[src/rtl/spike_rate_decoder.sv]
// Rate/latency decoder for one neuron: counts spikes over a window of execute
// ticks and latches count, first-spike index and flags until the consumer acks.
module spike_rate_decoder #(
    parameter int COUNT_BITS  = 8,
    parameter int WINDOW_BITS = 8,
    parameter int WINDOW_INIT = 16
) (
    input  logic                   clk,
    input  logic                   reset,
    input  logic                   enable,
    input  logic                   spike,
    input  logic [WINDOW_BITS-1:0] window_len,
    input  logic                   window_load,
    input  logic                   read_ack,
    output logic [COUNT_BITS-1:0]  count_out,
    output logic [WINDOW_BITS-1:0] first_spike,
    output logic                   no_spike,
    output logic                   overflow,
    output logic                   valid
);

    typedef enum logic {
        COUNT = 1'b0,
        HOLD  = 1'b1
    } state_e;

    localparam logic [COUNT_BITS-1:0]  ACC_ONE = COUNT_BITS'(1);
    localparam logic [WINDOW_BITS-1:0] WIN_ONE = WINDOW_BITS'(1);

    state_e                 state_q;
    logic [WINDOW_BITS-1:0] window_q;
    logic [WINDOW_BITS-1:0] t_q;
    logic [COUNT_BITS-1:0]  acc_q;
    logic                   captured_q;
    logic [WINDOW_BITS-1:0] first_q;
    logic                   ovf_q;

    logic [COUNT_BITS-1:0]  count_out_q;
    logic [WINDOW_BITS-1:0] first_spike_q;
    logic                   no_spike_q;
    logic                   overflow_q;
    logic                   valid_q;

    // Tick-inclusive views of the accumulator state, used both for the running
    // update and for the result latched on the window's last tick.
    logic [COUNT_BITS-1:0]  acc_d;
    logic                   ovf_d;
    logic [WINDOW_BITS-1:0] first_d;
    logic                   captured_d;
    logic [WINDOW_BITS-1:0] window_d;
    logic                   win_end;

    // NOTE: every combinational output gets a default first so no path leaves it unassigned (no latch).
    always_comb begin
        acc_d      = acc_q;
        ovf_d      = ovf_q;
        first_d    = first_q;
        captured_d = captured_q;
        if (spike) begin
            if (&acc_q) ovf_d = 1'b1;
            else        acc_d = acc_q + ACC_ONE;
            if (!captured_q) begin
                first_d    = t_q;
                captured_d = 1'b1;
            end
        end
        window_d = (window_len == '0) ? WIN_ONE : window_len;
        win_end  = (t_q == window_q - WIN_ONE);
    end

    // NOTE: sequential state uses non-blocking assignments so every register samples pre-edge values.
    always_ff @(posedge clk) begin
        if (reset) begin
            state_q       <= COUNT;
            window_q      <= WINDOW_BITS'(WINDOW_INIT);
            t_q           <= '0;
            acc_q         <= '0;
            captured_q    <= 1'b0;
            first_q       <= '0;
            ovf_q         <= 1'b0;
            count_out_q   <= '0;
            first_spike_q <= '0;
            no_spike_q    <= 1'b0;
            overflow_q    <= 1'b0;
            valid_q       <= 1'b0;
        end else if (window_load) begin
            // Restart beats any window end on the same tick; only an ack in HOLD also lands.
            window_q   <= window_d;
            t_q        <= '0;
            acc_q      <= '0;
            captured_q <= 1'b0;
            ovf_q      <= 1'b0;
            if (state_q == HOLD && read_ack) begin
                valid_q <= 1'b0;
                state_q <= COUNT;
            end
        end else begin
            case (state_q)
                COUNT: begin
                    if (enable) begin
                        if (win_end) begin
                            count_out_q   <= acc_d;
                            first_spike_q <= captured_d ? first_d : '0;
                            no_spike_q    <= !captured_d;
                            overflow_q    <= ovf_d;
                            valid_q       <= 1'b1;
                            t_q           <= '0;
                            acc_q         <= '0;
                            captured_q    <= 1'b0;
                            ovf_q         <= 1'b0;
                            state_q       <= HOLD;
                        end else begin
                            t_q        <= t_q + WIN_ONE;
                            acc_q      <= acc_d;
                            ovf_q      <= ovf_d;
                            first_q    <= first_d;
                            captured_q <= captured_d;
                        end
                    end
                end
                HOLD: begin
                    if (read_ack) begin
                        valid_q <= 1'b0;
                        state_q <= COUNT;
                    end
                end
                default: state_q <= COUNT;
            endcase
        end
    end

    assign count_out   = count_out_q;
    assign first_spike = first_spike_q;
    assign no_spike    = no_spike_q;
    assign overflow    = overflow_q;
    assign valid       = valid_q;

endmodule

[config.mk]
export PLATFORM = sky130hd
export DESIGN_NAME = spike_rate_decoder
export DESIGN_NICKNAME = d
export VERILOG_FILES = /design/src/rtl/spike_rate_decoder.sv
export SDC_FILE = /design/constraint.sdc
export NUM_CORES = 1
export LEC_CHECK = 0
export ABC_AREA = 1
export CAP_MARGIN = 20
export CORE_AREA = 2 2 78 80
export DETAILED_ROUTE_END_ITERATION = 8
export DIE_AREA = 0 0 80 82
export HOLD_SLACK_MARGIN = 0.06
export MAX_ROUTING_LAYER = met4
export PLACE_DENSITY = 0.77
export SYNTH_ARGS = -nofsm -noshare
export SYNTH_HDL_FRONTEND = slang
export SYNTH_SLANG_ARGS = --single-unit
[constraint.sdc]
create_clock -name clk -period 3 [get_ports clk]
set_clock_uncertainty 0.2 [all_clocks]
set_input_delay 0.45 -clock clk [delete_from_list [all_inputs] [get_ports clk]]
set_output_delay 0.45 -clock clk [all_outputs]
set_load 0.05 [all_outputs]
==> qor.yml, run 1 <==
ff_latch_area_sq_um: 1080
r2r-start: "window_q[0]$_SDFFE_PP0P_"
hold_path_class: "flip-flop to flip-flop"
p_leak_nw: 1.44
crit_buf_inv: 2
layout.nets: 460
synth-seq-cells: 54
place_congestion: 0.873
crit_chain: "inv_2 > ha_1 > inv_1 > nand2_1 > nand2_1 > nor2_1 > nand2_1 > nor2_1 > nand2_1 > nor2_4 > nand2_2 > nand2_1 > nand2_1 > a21oi_1"
finalCritPeriodShare: 0.801
ant_nets: 0
antenna_found_initial: 0
min_period_ns: 2.40
hold_slack_ns: 0.251
ir_drop_v: 0.000356
clockRootBuffer: "clkbuf_8"
p_sw_frac: 0.252
cts_resized: 0
hold_viol_final: 0
finalSetupTns_ns: 0
die_area_sq_um: 6560
slew_headroom: 0.657
finalSetupViolCount: 0
num_vias: 2504
cts-buffers-inserted: 5
avgSynthCellArea_sq_um: 6.69
crit_fanout: 13
post_cts_buffers: 0
cts_tree: "built"
combPwrFrac: 0.117
crit_family: "simple AND/OR/NAND/NOR gates"
drtPass1Iterations: 4
crit_top_cell: "nand2_1"
cp.required_ns: 3.05
status: "finished, final reports clean"
internal-power_mw: 1.04
htree_levels: 2
track_usage: 0.203
synth_top_area_frac: 0.394
fp.dieH_um: 82
clk_pin_slew_worst_paths_ns: 0.10
wl_per_cell_um: 11.4
grt_max_degree: 20
synth_warnings: 0
drive_gt1_frac: 0.0700
vias_per_cell: 4.83
netlist_area_sq_um: 2740
start_util: 0.477
cts_sinks: 54
overflow: 0
end_kind: "flip-flop"
grt_pass1_wl_um: 10100
crit_type: "flip-flop to flip-flop"
synth_area_leader_cell: "dfxtp_1"
holdBufCountCts: 0
dp_cells: 511
fillers: 572
final_cells: 518
min_from: "no_spike$_SDFFE_PP0P_"
seq_area_frac_synth: 0.394
seqPwrFrac: 0.535
coreArea_sq_um: 5750
drv_cap: 0
worst_pin_slew_ns: 0.513
clockPowerShare: 0.348
syn-num-nets: 427
cp.arrival_ns: 2.46
cpMaxStageDelayCell: "dfxtp_1"
max_stage_delay_ns: 0.37
finalPower_mw: 1.39
finalMaxSlewViolations: 0
multi_input_area_sq_um: 1370
synth.distinct_cells: 31
wl_um: 5900
power_density_nw_per_um2: 428
p_sw_mw: 0.350
cp-startpoint: "window_q[0]$_SDFFE_PP0P_"
grt_pass1_vias: 2310
areaGrowthSynthToFinish_pct: 18.4
die_width_um: 80
port_buffers: 32
hpwlAfterDp_um: 4490
num_rows: 28
num_antenna_cells: 0
cts_buffer_depth: 2
rsz0062_at_grt: "false"
synth.area.top_cells: "dfxtp_1, nand2_1, inv_1"
ios: 33
drtIter0Drc: 97
clk_latency_ns: 0.31
max_freq_mhz: 416
startpoint_type: "flip-flop"
drt_drc_violations_left: 0
postSynthCellCount: 410
per-layer routing:
metal,vias to the layer above,part of all wire,global-route usage
li1,1346,-,-
met1,1122,0.47,0.240
met2,28,0.49,0.353
met3,8,0.028,0.0352
met4,0,0.014,0.0661
met5,-,0,-
synth_stat cells (all sizes together):
master and number:
xor2 5, nand3 26, clkbuf 7, xnor2 6, nand4 7, nor3b 1, clkinv 1, nor2 59
a211oi 2, nand2 95, inv 65, buf 3, o21a 1, nand3b 2, nor4 1, ha 3
a21oi 33, nor3 4, o21ai 29, o211ai 1, dfxtp 54, or2 5
worst min-delay path, cell delays in order (launching register included):
cell and delay, ns:
dfxtp_1 0.32, inv_1 0.05, a21oi_1 0.05
layout make-up:
cell class,count,area share
clock buffer,5,0.0212
clock inverter,2,0.0119
inverter,66,0.0763
multi-input combinational,280,0.421
sequential,54,0.333
tap,75,0.0289
timing repair buffer,36,0.108
stage by stage:
stage               setup slack (ns)  area (sq um)  utilization
floorplan                      0.915          2740            -
global placement               0.507          3140        0.546
detailed placement             0.440          3140        0.546
CTS                            0.593          3250        0.565
global route                   0.361          3250        0.565
finish                         0.598          3250        0.565
cell families (layout without fill, tap and decap cells):
logic type / count (synthesis) / in the layout / share of synthesized area
AO/OA/AOI/OAI: 66 / 66 / 0.128
XOR/XNOR: 11 / 11 / 0.0351
adder cells (fa/ha/maj): 3 / 3 / 0.0137
buffers and inverters: 76 / 109 / 0.108
flip-flops: 54 / 54 / 0.394
AND/OR/NAND/NOR: 200 / 200 / 0.321
flip-flops by register name, summed over array words and instances (netlist names):
signal	flops
acc_q	8
captured_q	1
count_out	8
first_q	8
first_spike	8
no_spike	1
overflow	1
ovf_q	1
state_q	1
t_q	8
valid	1
window_q	8
final timing paths:
| check | endpoint | cells after the start | slack, ns |
|---|---|---|---|
| hold reg to reg | no_spike$_SDFFE_PP0P_ | 2 | 0.25 |
| hold / removal | no_spike$_SDFFE_PP0P_ | 2 | 0.25 |
| setup reg to reg | first_q[7]$_SDFFE_PP0P_ | 14 | 0.60 |
| setup / recovery | first_q[7]$_SDFFE_PP0P_ | 14 | 0.60 |
power groups by stage:
| stage | logic [mW] | clock network, mW | registers (mW) |
|---|---|---|---|
| final | 0.162 | 0.483 | 0.743 |
| after global routing | 0.184 | 0.518 | 0.745 |
| after CTS | 0.162 | 0.494 | 0.743 |
| after detailed placement | 0.161 | 0 | 0.760 |
| after global placement | 0.157 | 0 | 0.760 |
| after floorplan | 0.110 | 0 | 0.760 |
cells in the final DEF, fill, tap and decap left out, types with 2 or more instances in the layout:
cell type,synthesis,layout
o21ai_0,29,29
nand4_1,6,6
nand3b_1,2,2
nand2_1,94,94
xnor2_1,6,6
dfxtp_1,54,54
nor3_1,2,2
nor3_2,2,2
buf_4,0,4
nand3_1,25,25
nor2_2,2,2
nor2_1,56,56
inv_1,62,62
a21oi_2,3,3
or2_2,5,5
clkdlybuf4s50_1,0,32
inv_2,3,3
a21oi_1,30,30
ha_1,3,3
clkbuf_8,0,5
a211oi_1,2,2
xor2_1,5,5
Power figures use the tool's default switching activity.
==> run 2, diff against run 1 <==
--- a/config.mk
+++ b/config.mk
@@ -12,7 +12,7 @@
 export DIE_AREA = 0 0 80 82
 export HOLD_SLACK_MARGIN = 0.06
 export MAX_ROUTING_LAYER = met4
-export PLACE_DENSITY = 0.77
+export PLACE_DENSITY = 0.8
 export SYNTH_ARGS = -nofsm -noshare
 export SYNTH_HDL_FRONTEND = slang
 export SYNTH_SLANG_ARGS = --single-unit
==> constraint.sdc (replaced) <==
create_clock -name clk -period 2 [get_ports clk]
set_clock_uncertainty 0.2 [all_clocks]
set_input_delay 0.3 -clock clk [delete_from_list [all_inputs] [get_ports clk]]
set_output_delay 0.3 -clock clk [all_outputs]
set_load 0.05 [all_outputs]
==> qor.yml, run 2 (same netlist as run 1, synthesis figures left out) <==
cp.required_ns: 2.02  # -1.03 ns
track_usage: 0.248  # +0.0448
clockRootBuffer: "clkbuf_8"
ant_nets: 0  # unchanged
finalSetupViolCount: 42  # +42
violations: "setup timing"
fillers: 450  # -21%
p_leak_nw: 1.83  # +27%
die_width_um: 80  # unchanged
multi_input_area_sq_um: 1620  # +19%
coreArea_sq_um: 5750  # unchanged
cts_sinks: 54  # unchanged
rsz0062_at_grt: "true"
cp.arrival_ns: 2.20  # -0.26 ns
ff_latch_area_sq_um: 1080  # +0.35%
num_vias: 3000  # +20%
slew_headroom: 0.448  # -0.210
wl_um: 8070  # +37%
drv_cap: 0  # unchanged
grt_pass1_vias: 2847  # +23%
finalPower_mw: 2.22  # +60%
p_sw_frac: 0.272  # +0.0200
crit_type: "flip-flop to flip-flop"
status: "finished, violations left"
clk_latency_ns: 0.31  # about the same
p_sw_mw: 0.605  # +73%
r2r-start: "window_q[0]$_SDFFE_PP0P_"
power_density_nw_per_um2: 584  # +36%
num_rows: 28  # unchanged
clk_pin_slew_worst_paths_ns: 0.10  # about the same
drive_gt1_frac: 0.263  # +0.194
finalSetupTns_ns: -3.88  # -3.88 ns
overflow: 0  # unchanged
seqPwrFrac: 0.503  # -0.032
final_common_cell: "nand2_1"
holdBufCountCts: 0  # unchanged
layout.nets: 499  # +8.5%
drt_drc_violations_left: 0  # unchanged
crit_fanout: 8  # -5
cp-startpoint: "window_q[0]$_SDFFE_PP0P_"
port_buffers: 32  # unchanged
antenna_found_initial: 0  # unchanged
startpoint_type: "flip-flop"
design_area_sq_um: 3810  # +17%
grt_pass1_wl_um: 12400  # +23%
worst_pin_slew_ns: 0.828  # +0.315 ns
ir_drop_v: 0.000509  # +43%
cts-buffers-inserted: 5  # unchanged
vias_per_cell: 5.39  # +11%
drtIter0Drc: 285  # +190%
max_freq_mhz: 459  # +10%
die_area_sq_um: 6560  # unchanged
min_period_ns: 2.18  # -0.224 ns
areaGrowthSynthToFinish_pct: 38.8
htree_levels: 2  # unchanged
fp.dieH_um: 82  # unchanged
clockPowerShare: 0.328  # -0.020
hold_slack_ns: 0.268  # +0.0165 ns
finalWorstSetupSlack_ns: -0.178  # -0.776 ns
grt_max_degree: 24  # +20%
internal-power_mw: 1.62  # +56%
hpwlAfterDp_um: 4790  # +6.7%
cts_tree: "built"
ff2ff_path_depth: 16  # +2
finalMaxSlewViolations: 0  # unchanged
wl_per_cell_um: 14.5  # +27%
utilization: 0.663  # +0.0976
ios: 33  # unchanged
combPwrFrac: 0.169  # +0.052
final_cell_mix: "nand2_1, inv_1, dfxtp_1, nor2_1, buf_4"
r2r_slack_ns: -0.18  # -0.78 ns
hold_viol_final: 0  # unchanged
finalCritPeriodShare: 1.09  # +0.288
drtPass1Iterations: 5  # +1
num_antenna_cells: 0  # unchanged
r2r_end: "first_spike[2]$_SDFFE_PP0P_"
end_kind: "flip-flop"
place_area_sq_um: 3320  # +5.9%
place_congestion: 0.855  # -2.0%
endpoint: "first_spike[2]$_SDFFE_PP0P_"
cts_buffer_depth: 2  # unchanged
hold_path_class: "flip-flop to flip-flop"
start_util: 0.477  # unchanged
## run 2: changes by cell type in the layout (fill, tap and decap cells not counted), moves of 9 or more
cell and change:
buf_4 +38, clkdlybuf4s50_1 -17, dlymetal6s2s_1 +9, nand2_1 -12
nand3_1 -10, nand2_2 +10, nand3_2 +11
## run 2: worst max-delay path, cell delays in order (launching register included)
cell and delay (ns):
dfxtp_2 0.34, inv_4 0.06, ha_4 0.13, inv_1 0.04, nand2_1 0.08, nand2_1 0.08
nand2_1 0.08, nand3_1 0.09, nor2_2 0.12, nand2_2 0.08, nor2_4 0.20, buf_6 0.14
nand3_4 0.13, nand2_1 0.11, inv_1 0.04, nor2_1 0.11, nor2_1 0.05
## run 2: worst min-delay path by stage
stage,from,end,slack [ns],cells after the start
finish,first_q[3]$_SDFFE_PP0P_,first_q[3]$_SDFFE_PP0P_,0.27,2
CTS,no_spike$_SDFFE_PP0P_,no_spike$_SDFFE_PP0P_,0.25,2
detailed placement,no_spike$_SDFFE_PP0P_,no_spike$_SDFFE_PP0P_,0.24,2
global route,count_out[1]$_SDFFE_PP0P_,count_out[1]$_SDFFE_PP0P_,0.29,2
floorplan,reset,window_q[0]$_SDFFE_PP0P_,0.17,1
global placement,no_spike$_SDFFE_PP0P_,no_spike$_SDFFE_PP0P_,0.24,2
## run 2: what timing repair did
| item | 4_1_cts | 5_1_grt |
|---|---|---|
| gates resized for setup | 31 | 51 |
| buffers inserted | 5 | 5 |
| pin swaps | 7 | 16 |
| gates cloned | 5 | 0 |
| hold endpoints to repair | 0 | 0 |
| endpoints found under the setup margin | 36 | 55 |
## run 2: power by group through the flow
stage	Combinational (mW)	Sequential, mW	Clock [mW]
finish	0.376	1.12	0.729
global route	0.408	1.12	0.782
CTS	0.325	1.12	0.726
detailed placement	0.275	1.14	0
global placement	0.268	1.14	0
floorplan	0.168	1.14	0
## run 2: per-stage QoR
| step | setup WS, ns | std cells |
|---|---|---|
| after CTS | -0.0933 | 553 |
| after global routing | -0.338 | 557 |
| after global placement | -0.139 | 536 |
| final | -0.178 | 557 |
| after detailed placement | -0.229 | 536 |
| after floorplan | -0.0171 | 410 |
## run 2: layer usage
metal | up-vias | share of wire | global-route usage
li1 | 1436 | - | -
met1 | 1390 | 0.40 | 0.280
met2 | 135 | 0.52 | 0.435
met3 | 39 | 0.047 | 0.0516
met4 | 0 | 0.038 | 0.0898
met5 | - | 0 | -
## run 2: area by class of cell
type	instances	area share
Clock buffer	5	0.0181
Clock inverter	2	0.0102
Inverter	66	0.0680
Multi-Input combinational cell	283	0.426
Sequential cell	54	0.285
Tap cell	75	0.0246
Timing Repair Buffer	71	0.167
Timing Repair inverter	1	0.00164
